File: config.mk
export PLATFORM = sky130hd
export DESIGN_NAME = serial_add_ctrl
export DESIGN_NICKNAME = d
export VERILOG_FILES = /design/src/rtl/serial_add_ctrl.sv
export SDC_FILE = /design/constraint.sdc
export NUM_CORES = 1
export LEC_CHECK = 0
export ABC_AREA = 1
export CAP_MARGIN = 0
export CELL_PAD_IN_SITES_DETAIL_PLACEMENT = 1
export CELL_PAD_IN_SITES_GLOBAL_PLACEMENT = 1
export CORE_AREA = 2 2 56 97
export CTS_CLUSTER_DIAMETER = 40
export DETAILED_ROUTE_END_ITERATION = 16
export DIE_AREA = 0 0 58 99
export DONT_BUFFER_PORTS = 1
export PLACE_DENSITY_LB_ADDON = 0.15
export SLEW_MARGIN = 5
export SYNTH_ARGS = -nofsm -noshare
export SYNTH_HDL_FRONTEND = slang
export SYNTH_SLANG_ARGS = --single-unit
File: constraint.sdc
create_clock -name clk -period 1.3 [get_ports clk]
set_input_delay 0.13 -clock clk [delete_from_list [all_inputs] [get_ports clk]]
set_output_delay 0.13 -clock clk [all_outputs]
set_load 0.005 [all_outputs]
File: src/rtl/serial_add_ctrl.sv
// Bit-serial adder: one full-adder cell stepped over WIDTH cycles, LSB first,
// with a start/busy/done handshake toward the requester.

module full_adder (
    input  logic a,
    input  logic b,
    input  logic cin,
    output logic s,
    output logic cout
);
    assign s    = a ^ b ^ cin;
    assign cout = (a & b) | (a & cin) | (b & cin);
endmodule

module serial_add_ctrl #(
    parameter int WIDTH = 8
) (
    input  logic             clk,
    input  logic             rst,
    input  logic             start,
    input  logic [WIDTH-1:0] a,
    input  logic [WIDTH-1:0] b,
    input  logic             cin,
    output logic             busy,
    output logic             done,
    output logic [WIDTH-1:0] sum,
    output logic             cout
);
    localparam int CW = (WIDTH > 1) ? $clog2(WIDTH) : 1;
    localparam logic [CW-1:0] LAST_BIT = CW'(WIDTH - 1);

    typedef enum logic {
        IDLE = 1'b0,
        RUN  = 1'b1
    } state_t;

    state_t           state_reg;
    logic [WIDTH-1:0] sha_reg;
    logic [WIDTH-1:0] shb_reg;
    logic [WIDTH-1:0] acc_reg;
    logic [WIDTH-1:0] sum_reg;
    logic [CW-1:0]    cnt_reg;
    logic             carry_reg;
    logic             cout_reg;
    logic             busy_reg;
    logic             done_reg;

    logic             fa_sum;
    logic             fa_cout;
    logic [WIDTH-1:0] acc_next;

    full_adder u_fa (
        .a    (sha_reg[0]),
        .b    (shb_reg[0]),
        .cin  (carry_reg),
        .s    (fa_sum),
        .cout (fa_cout)
    );

    // New result bit enters at the MSB so after WIDTH steps bit 0 sits at LSB.
    assign acc_next = {fa_sum, acc_reg[WIDTH-1:1]};

    always_ff @(posedge clk or posedge rst) begin
        if (rst) begin
            state_reg <= IDLE;
            sha_reg   <= '0;
            shb_reg   <= '0;
            acc_reg   <= '0;
            sum_reg   <= '0;
            cnt_reg   <= '0;
            carry_reg <= 1'b0;
            cout_reg  <= 1'b0;
            busy_reg  <= 1'b0;
            done_reg  <= 1'b0;
        end else begin
            done_reg <= 1'b0;
            case (state_reg)
                IDLE: begin
                    if (start) begin
                        sha_reg   <= a;
                        shb_reg   <= b;
                        carry_reg <= cin;
                        acc_reg   <= '0;
                        cnt_reg   <= '0;
                        busy_reg  <= 1'b1;
                        state_reg <= RUN;
                    end
                end
                RUN: begin
                    acc_reg   <= acc_next;
                    sha_reg   <= sha_reg >> 1;
                    shb_reg   <= shb_reg >> 1;
                    carry_reg <= fa_cout;
                    cnt_reg   <= cnt_reg + CW'(1);
                    if (cnt_reg == LAST_BIT) begin
                        sum_reg   <= acc_next;
                        cout_reg  <= fa_cout;
                        done_reg  <= 1'b1;
                        busy_reg  <= 1'b0;
                        cnt_reg   <= '0;
                        state_reg <= IDLE;
                    end
                end
                default: begin
                    busy_reg  <= 1'b0;
                    state_reg <= IDLE;
                end
            endcase
        end
    end

    assign busy = busy_reg;
    assign done = done_reg;
    assign sum  = sum_reg;
    assign cout = cout_reg;

endmodule

### After elaboration in Yosys (flattened, before gate mapping)

Index checks and enable logic that the tools add are counted.

* register bits: 40
* input bits: 20
* output and inout port bits: 11

* add/subtract/negate cells: 1
* equality and inequality tests: 3
* muxes and demuxes: 19
* bitwise operators: 8
* reduce and logical (&&, ||, !) cells: 2

Operators with widths (count)
* one-hot mux 8 bit (2 select lines): 3
* 2-to-1 mux 8 bit: 3
* 2-to-1 mux 1 bit: 7
* 2-to-1 mux 3 bit: 2
* one-hot mux 1 bit (2 select lines): 3
* one-hot mux 3 bit (2 select lines): 1
* AND reduction 2 bit: 2
* adder 3 x 1 -> 3 bit (second input constant): 1
* AND 1 bit: 3
* equality test 3 bit (second input constant): 1
* inequality test 2 x 1 -> 1 bit (second input constant): 1
* inequality test 2 bit (second input constant): 1
* bitwise OR 1 bit: 2
* bitwise XOR 1 bit: 2
* NOT 1 bit: 1

### Longest topological paths before layout

Gate-level depths: netlist of the first run.

* depth in word-level cells: 4
* mapped depth: 6

### Hierarchy

Synthesis of the first run repeated with hierarchy kept, for this count alone.

* cell total of the unflattened synthesis: 179
* area, all modules: 1721.7 µm²

Modules (own cells, without submodules)
* serial_add_ctrl: times used 1, cells an instance 178, area an instance 1701.6 µm², seq. area each 975.9 µm²
* full_adder: times used 1, cells an instance 1, area an instance 20.0 µm², seq. area each 0.0 µm²

### Worst setup path after synthesis of the first run

No wires, ideal clock.

* kind: register -> register
* start point: reg cnt_reg[0]
* end point: reg sum_reg[6], in the netlist sum[6]
* setup time: 0.076 ns
* data arrival time: 1.173 ns
* data required time: 1.224 ns
* setup slack: 0.051 ns
* cell stages (with the launch flop): 7
* path buffers: 1
* clock period less this slack: 1.249 ns
* cell sequence: dfrtp_1 > ha_1 > ha_1 > nand2_2 > buf_2 > nand2_1 > o21ai_1

* cells in the longest elaborated chain, start to end: 2

Ends and longest elaborated chain
* start: declaration: RTL line 42 `logic [CW-1:0] cnt_reg;`
* start signal: assignment: RTL line 94 `cnt_reg <= cnt_reg + CW'(1);`
* equality test 3 bit: RTL line 95 `if (cnt_reg == LAST_BIT) begin`
* AND reduction 2 bit (no source line)
* end signal: assignment: RTL line 96 `sum_reg <= acc_next;`
* end: declaration: RTL line 41 `logic [WIDTH-1:0] sum_reg;`

Every way passes these cells.
A chain may end at the register's enable or synchronous reset.

### Worst setup path after layout of the first run

* start point: reg carry_reg
* end point: reg acc_reg[7]

* cells in the longest elaborated chain, start to end: 2

Ends and longest elaborated chain
* start: declaration: RTL line 43 `logic carry_reg;`
* start signal: assignment: RTL line 82 `carry_reg <= cin;`
* start signal: assignment: RTL line 93 `carry_reg <= fa_cout;`
* bitwise XOR 1 bit: RTL line 11 `assign s = a ^ b ^ cin;`
* net fa_sum: RTL line 48 `logic fa_sum;`
* one-hot mux 8 bit (2 select lines): RTL line 77 `case (state_reg)`
* end signal: assignment: RTL line 90 `acc_reg <= acc_next;`
* end: declaration: RTL line 40 `logic [WIDTH-1:0] acc_reg;`

The timed path passes the listed nets, and every way through them passes these cells.

==> results.cfg, run 1 <==
[outcome]
status = finished, final reports clean

[global_routing]
grt.total_usage = 0.151
grt_overflow = 0
grt_pass1_vias = 1399
grt_pass1_wl_mm = 6.64
grt_max_degree = 40
antenna_found_initial = 0

[sta]
max-slew-margin-rel = 0.664
tns_ps = 0
worst_slew_pin_slew_ps = 504
holdWs_ps = 5.38
setup_viol = 0
worst_slack_ps = 51.4
period_share = 0.960
slew_viol_final = 0
rsz0062_at_grt = yes
finalCriticalPeriod_ps = 1250
finalHoldViolCount = 0
finClkSkew_ps = 6.66
fmax_ghz = 0.801

[floorplan]
row_count = 34
io_pins = 31
die_h_um = 99
core-area_sq_mm = 0.00493
die_x_um = 58
die_area_sq_mm = 0.00574
start_util = 0.331

[synthesis]
synth_area_sq_mm = 0.00163
synth_flop_cell = dfrtp_1
synth_edf_count = 0
synth_fp_nets = 204
synth_top_area_share = 0.598
yosys_warnings = 0
synth_cell_types = 15
syn_area_per_cell_sq_um = 9.07
ys_ff_latch = 39
ys_seq_area_frac = 0.598
yosysTopAreaCell = dfrtp_1
synth-async-reset-ratio = 1.00
yosys-top-cells-area = dfrtp_1 (60%), nand2_1 (16%), nand3_1 (9.8%)
syn_inst = 180

[worst_setup_path]
path_class = flop to flop
end_kind = flop
cp_cell_sequence = fa_1 > inv_1 > o21ai_0
worstPathRequired_ps = 1500
path_buf_inv = 1
cp_max_fo = 2
critPathSlowestCell = fa_1
crit_family = adder cells
startpoint_type = flop
crit_arrival_ps = 1450
slowest_delay_ps = 540

[min_path]
hold_path.class = input pin to flop

[final_layout]
nets = 217
antennaDiodeCount = 0
areaGrowthSynthToFinish_pct = 16.6
fin_area_sq_mm = 0.00190
final_layout_size_suffix_gt1_frac = 0.129

[pwr]
vdd_ir_drop_max_mv = 1.23
seqPwrFrac = 0.478
p_clk_frac = 0.207
comb_power_share = 0.315
p_int_mw = 2.76
p_sw_frac = 0.362
power.density_mw_per_mm2 = 2270
p_leak_nw = 0.944
p_sw_mw = 1.56

[routing]
dr_wl_met2_mm = 2.14
wirelength_mm = 3.80
met1_length_mm = 1.42
drt_iter0_markers = 38
avgRoutedWirePerCell_um = 15.3
drcViolationCount = 0
dr.pass1.iters = 4
ant_nets = 0
top_layer = met4
via_per_inst = 5.06
via_count = 1254
met3WireLength_um = 164

[placement]
postPlaceCellArea_sq_mm = 0.00174
place_congestion = 0.706
io_buffers = 0
dp_hpwl_mm = 2.67
post-place-ws_ps = 24.8

[flow_run]
maxCapViolations = 0

[clock_network]
tritoncts = done
cts_htree_levels = 2
clkSlewWorstSetupHoldPaths_ps = 70
cts_inserted_buffers = 5
cts_root_buffer = clkbuf_8
clock-sinks = 39
cts.path.max_buffers = 2
clk_latency_ps = 290
==> worst reg2reg max path, cell delays in order, from the launching register on <==
cell and delay (ps):
dfrtp_1 410, fa_1 540, inv_1 60, o21ai_0 160
==> what timing repair did <==
item,in CTS,in global routing
setup endpoints to repair,0,28
resized for setup,0,8
setup buffers,0,1
hold buffers,4,0
hold endpoints to repair,42,0
==> final timing paths <==
| kind | start | to | slack [ps] | cells after the start |
|---|---|---|---|---|
| setup / recovery | carry_reg | acc_reg[7] | 50 | 3 |
| hold / removal | start | shb_reg[6] | 5 | 2 |
| setup reg to reg | carry_reg | acc_reg[7] | 50 | 3 |
| hold reg to reg | acc_reg[1] | sum[0] | 480 | 2 |
| max in group asynchronous | rst | cout | 530 | 3 |
| min in group asynchronous | rst | acc_reg[3] | 410 | 3 |
==> routing by layer <==
layer	global-route usage	vias up
met5	0	-
met3	0.0341	6
met2	0.274	25
met4	0.0537	0
met1	0.166	626
li1	-	597
==> kinds of logic after synthesis <==
group | Yosys count | synth area share
DFF | 39 | 0.598
adders and majority gates | 4 | 0.0353
buffers and inverters | 19 | 0.0536
and+or+nand+nor | 105 | 0.272
AOI/OAI and AO/OA | 13 | 0.0414
==> cell usage in the layout (no fill, tap or decap), drive strengths merged <==
cell type,count
inv,10
nand3,32
nor2,3
o21ai,12
a21boi,1
fa,1
buf,11
ha,3
nand2,70
dlygate4sd3,4
dfrtp,39
clkbuf,8
==> cell type report <==
class,instances,area [sq um]
clock buffers,8,100
fillers,605,3030
inverters,10,40.0
multi-input cells,122,578
flip-flops and latches,39,976
well taps,54,67.6
repair buffers,15,143
==> stage by stage <==
stage,power (mW),instances,util
2_1_floorplan,2.92,180,-
3_3_place_gp,3.32,235,0.352
3_5_place_dp,3.43,235,0.352
4_1_cts,4.36,247,0.381
5_1_grt,4.72,248,0.386
6_report,4.32,248,0.386
==> Yosys cell counts (2+ instances only) <==
cell / count
nand2_1: 69
nand3_1: 32
inv_1: 9
buf_2: 7
buf_4: 2
ha_1: 3
o21ai_1: 11
dfrtp_1: 39
nor2_1: 2
==> power by group through the flow <==
stage	clock (mW)	sequential, mW	combinational, mW
detailed placement	0	2.09	1.33
global placement	0	2.06	1.26
CTS	0.939	2.07	1.35
finish	0.895	2.06	1.36
floorplan	0	1.97	0.955
global route	0.975	2.14	1.61
Power figures use the tool's default switching activity.
==> run 2, diff against run 1 <==
--- a/config.mk
+++ b/config.mk
@@ -9,10 +9,11 @@
 export CAP_MARGIN = 0
 export CELL_PAD_IN_SITES_DETAIL_PLACEMENT = 1
 export CELL_PAD_IN_SITES_GLOBAL_PLACEMENT = 1
-export CORE_AREA = 2 2 56 97
+export CORE_AREA = 4 4 58 99
+export CTS_BUF_LIST = sky130_fd_sc_hd__clkbuf_8
 export CTS_CLUSTER_DIAMETER = 40
 export DETAILED_ROUTE_END_ITERATION = 16
-export DIE_AREA = 0 0 58 99
+export DIE_AREA = 0 0 62 103
 export DONT_BUFFER_PORTS = 1
 export PLACE_DENSITY_LB_ADDON = 0.15
 export SLEW_MARGIN = 5
==> run 2 against run 1 <==
Compared with the run above:
- register-to-register slack better by 20 ps
- total power increased by 5.1%
- clock skew decreased by 0.53 ps
- sequential share of layout area decreased by 1.9 points
- critical path depth unchanged
- first-iteration DRC count decreased by 47%
- cell count grew 3.2%
==> results.cfg, run 2 (synthesis results as in run 1) <==
[flow_run]
maxCapViolations = 0

[floorplan]
start_util = 0.328
row_count = 34
die_x_um = 62
die_area_sq_mm = 0.00639
core-area_sq_mm = 0.00498
io_pins = 31
die_h_um = 103

[placement]
postPlaceCellArea_sq_mm = 0.00176
io_buffers = 0
dp_hpwl_mm = 2.67
post-place-ws_ps = -81.4
dp.cells = 238
place_congestion = 0.761

[worst_setup_path]
slowest_delay_ps = 540
crit_arrival_ps = 1440
path_class = flop to flop
crit_family = adder cells
cp_max_fo = 2
worstPathRequired_ps = 1510
end_kind = flop
path_buf_inv = 1
startpoint_type = flop
critPathSlowestCell = fa_1
cp_cell_sequence = fa_1 > inv_1 > o21ai_0

[sta]
max-slew-margin-rel = 0.671
worst_slack_ps = 71.6
finalCriticalPeriod_ps = 1230
rsz0062_at_grt = no
period_share = 0.945
finalHoldViolCount = 0
tns_ps = 0
slew_viol_final = 0
setup_viol = 0
holdWs_ps = 5.50
finClkSkew_ps = 6.14
fmax_ghz = 0.814
worst_slew_pin_slew_ps = 493

[final_layout]
fillers = 573
layout.cells.non_filler = 256
fin_area_sq_mm = 0.00198
areaGrowthSynthToFinish_pct = 21.4
most-common-layout-cells = nand2_1 (69), dfrtp_1 (38), nand3_1 (32)
final_layout_size_suffix_gt1_frac = 0.144
mostFrequentLayoutCell = nand2_1
antennaDiodeCount = 0
utilization = 0.398
nets = 225

[clock_network]
clk_latency_ps = 290
cts_inserted_buffers = 5
clock-sinks = 39
cts.path.max_buffers = 2
cts_htree_levels = 2
clkSlewWorstSetupHoldPaths_ps = 80
cts_root_buffer = clkbuf_8
tritoncts = done

[global_routing]
grt_max_degree = 40
grt_pass1_wl_mm = 6.45
grt_overflow = 0
grt.total_usage = 0.138
antenna_found_initial = 0
grt_pass1_vias = 1444

[pwr]
power.total_mw = 4.54
power.density_mw_per_mm2 = 2290
p_leak_nw = 0.989
vdd_ir_drop_max_mv = 1.26

[min_path]
hold_path.class = input pin to flop

[routing]
dr.pass1.iters = 4
wirelength_mm = 3.79
via_count = 1259
drt_iter0_markers = 20
drcViolationCount = 0
avgRoutedWirePerCell_um = 14.8
ant_nets = 0
via_per_inst = 4.92

[outcome]
status = finished, final reports clean
-- run 2: routing by layer --
layer,vias up,part of all wire,GRT usage
li1,611,-,-
met1,617,0.40,0.150
met2,26,0.53,0.238
met3,5,0.044,0.0476
met4,0,0.016,0.0490
met5,-,0,0
-- run 2: repair_timing --
item / 4_1_cts / 5_1_grt
setup buffers: 2 / 0
endpoints found under the setup margin: 8 / 11
hold buffers: 4 / 4
endpoints found under the hold margin: 42 / 3
gates resized for setup: 1 / 4
-- run 2: worst paths after layout --
kind | start | end | slack [ps] | depth (start not counted)
setup / recovery | carry_reg | acc_reg[7] | 70 | 3
hold / removal | b[4] | shb_reg[4] | 5 | 2
setup reg to reg | carry_reg | acc_reg[7] | 70 | 3
hold reg to reg | acc_reg[5] | acc_reg[5] | 480 | 2
max in group asynchronous | rst | state_reg | 530 | 3
min in group asynchronous | rst | shb_reg[7] | 410 | 3
-- run 2: area by class of cell --
cell class	instances	area [sq um]	share of cell area
Clock buffer	6	82.6	0.0417
Inverter	10	37.5	0.0189
Tap cell	54	67.6	0.0341
Multi-Input combinational cell	122	577	0.291
Timing Repair Buffer	23	205	0.104
Clock inverter	2	35.0	0.0177
Sequential cell	39	977	0.493
-- run 2: where the power goes --
part / internal [mW] / switching [mW]
registers: 1.70 / 0.343
logic: 0.641 / 0.805
clock network: 0.621 / 0.427
total: 2.97 / 1.57
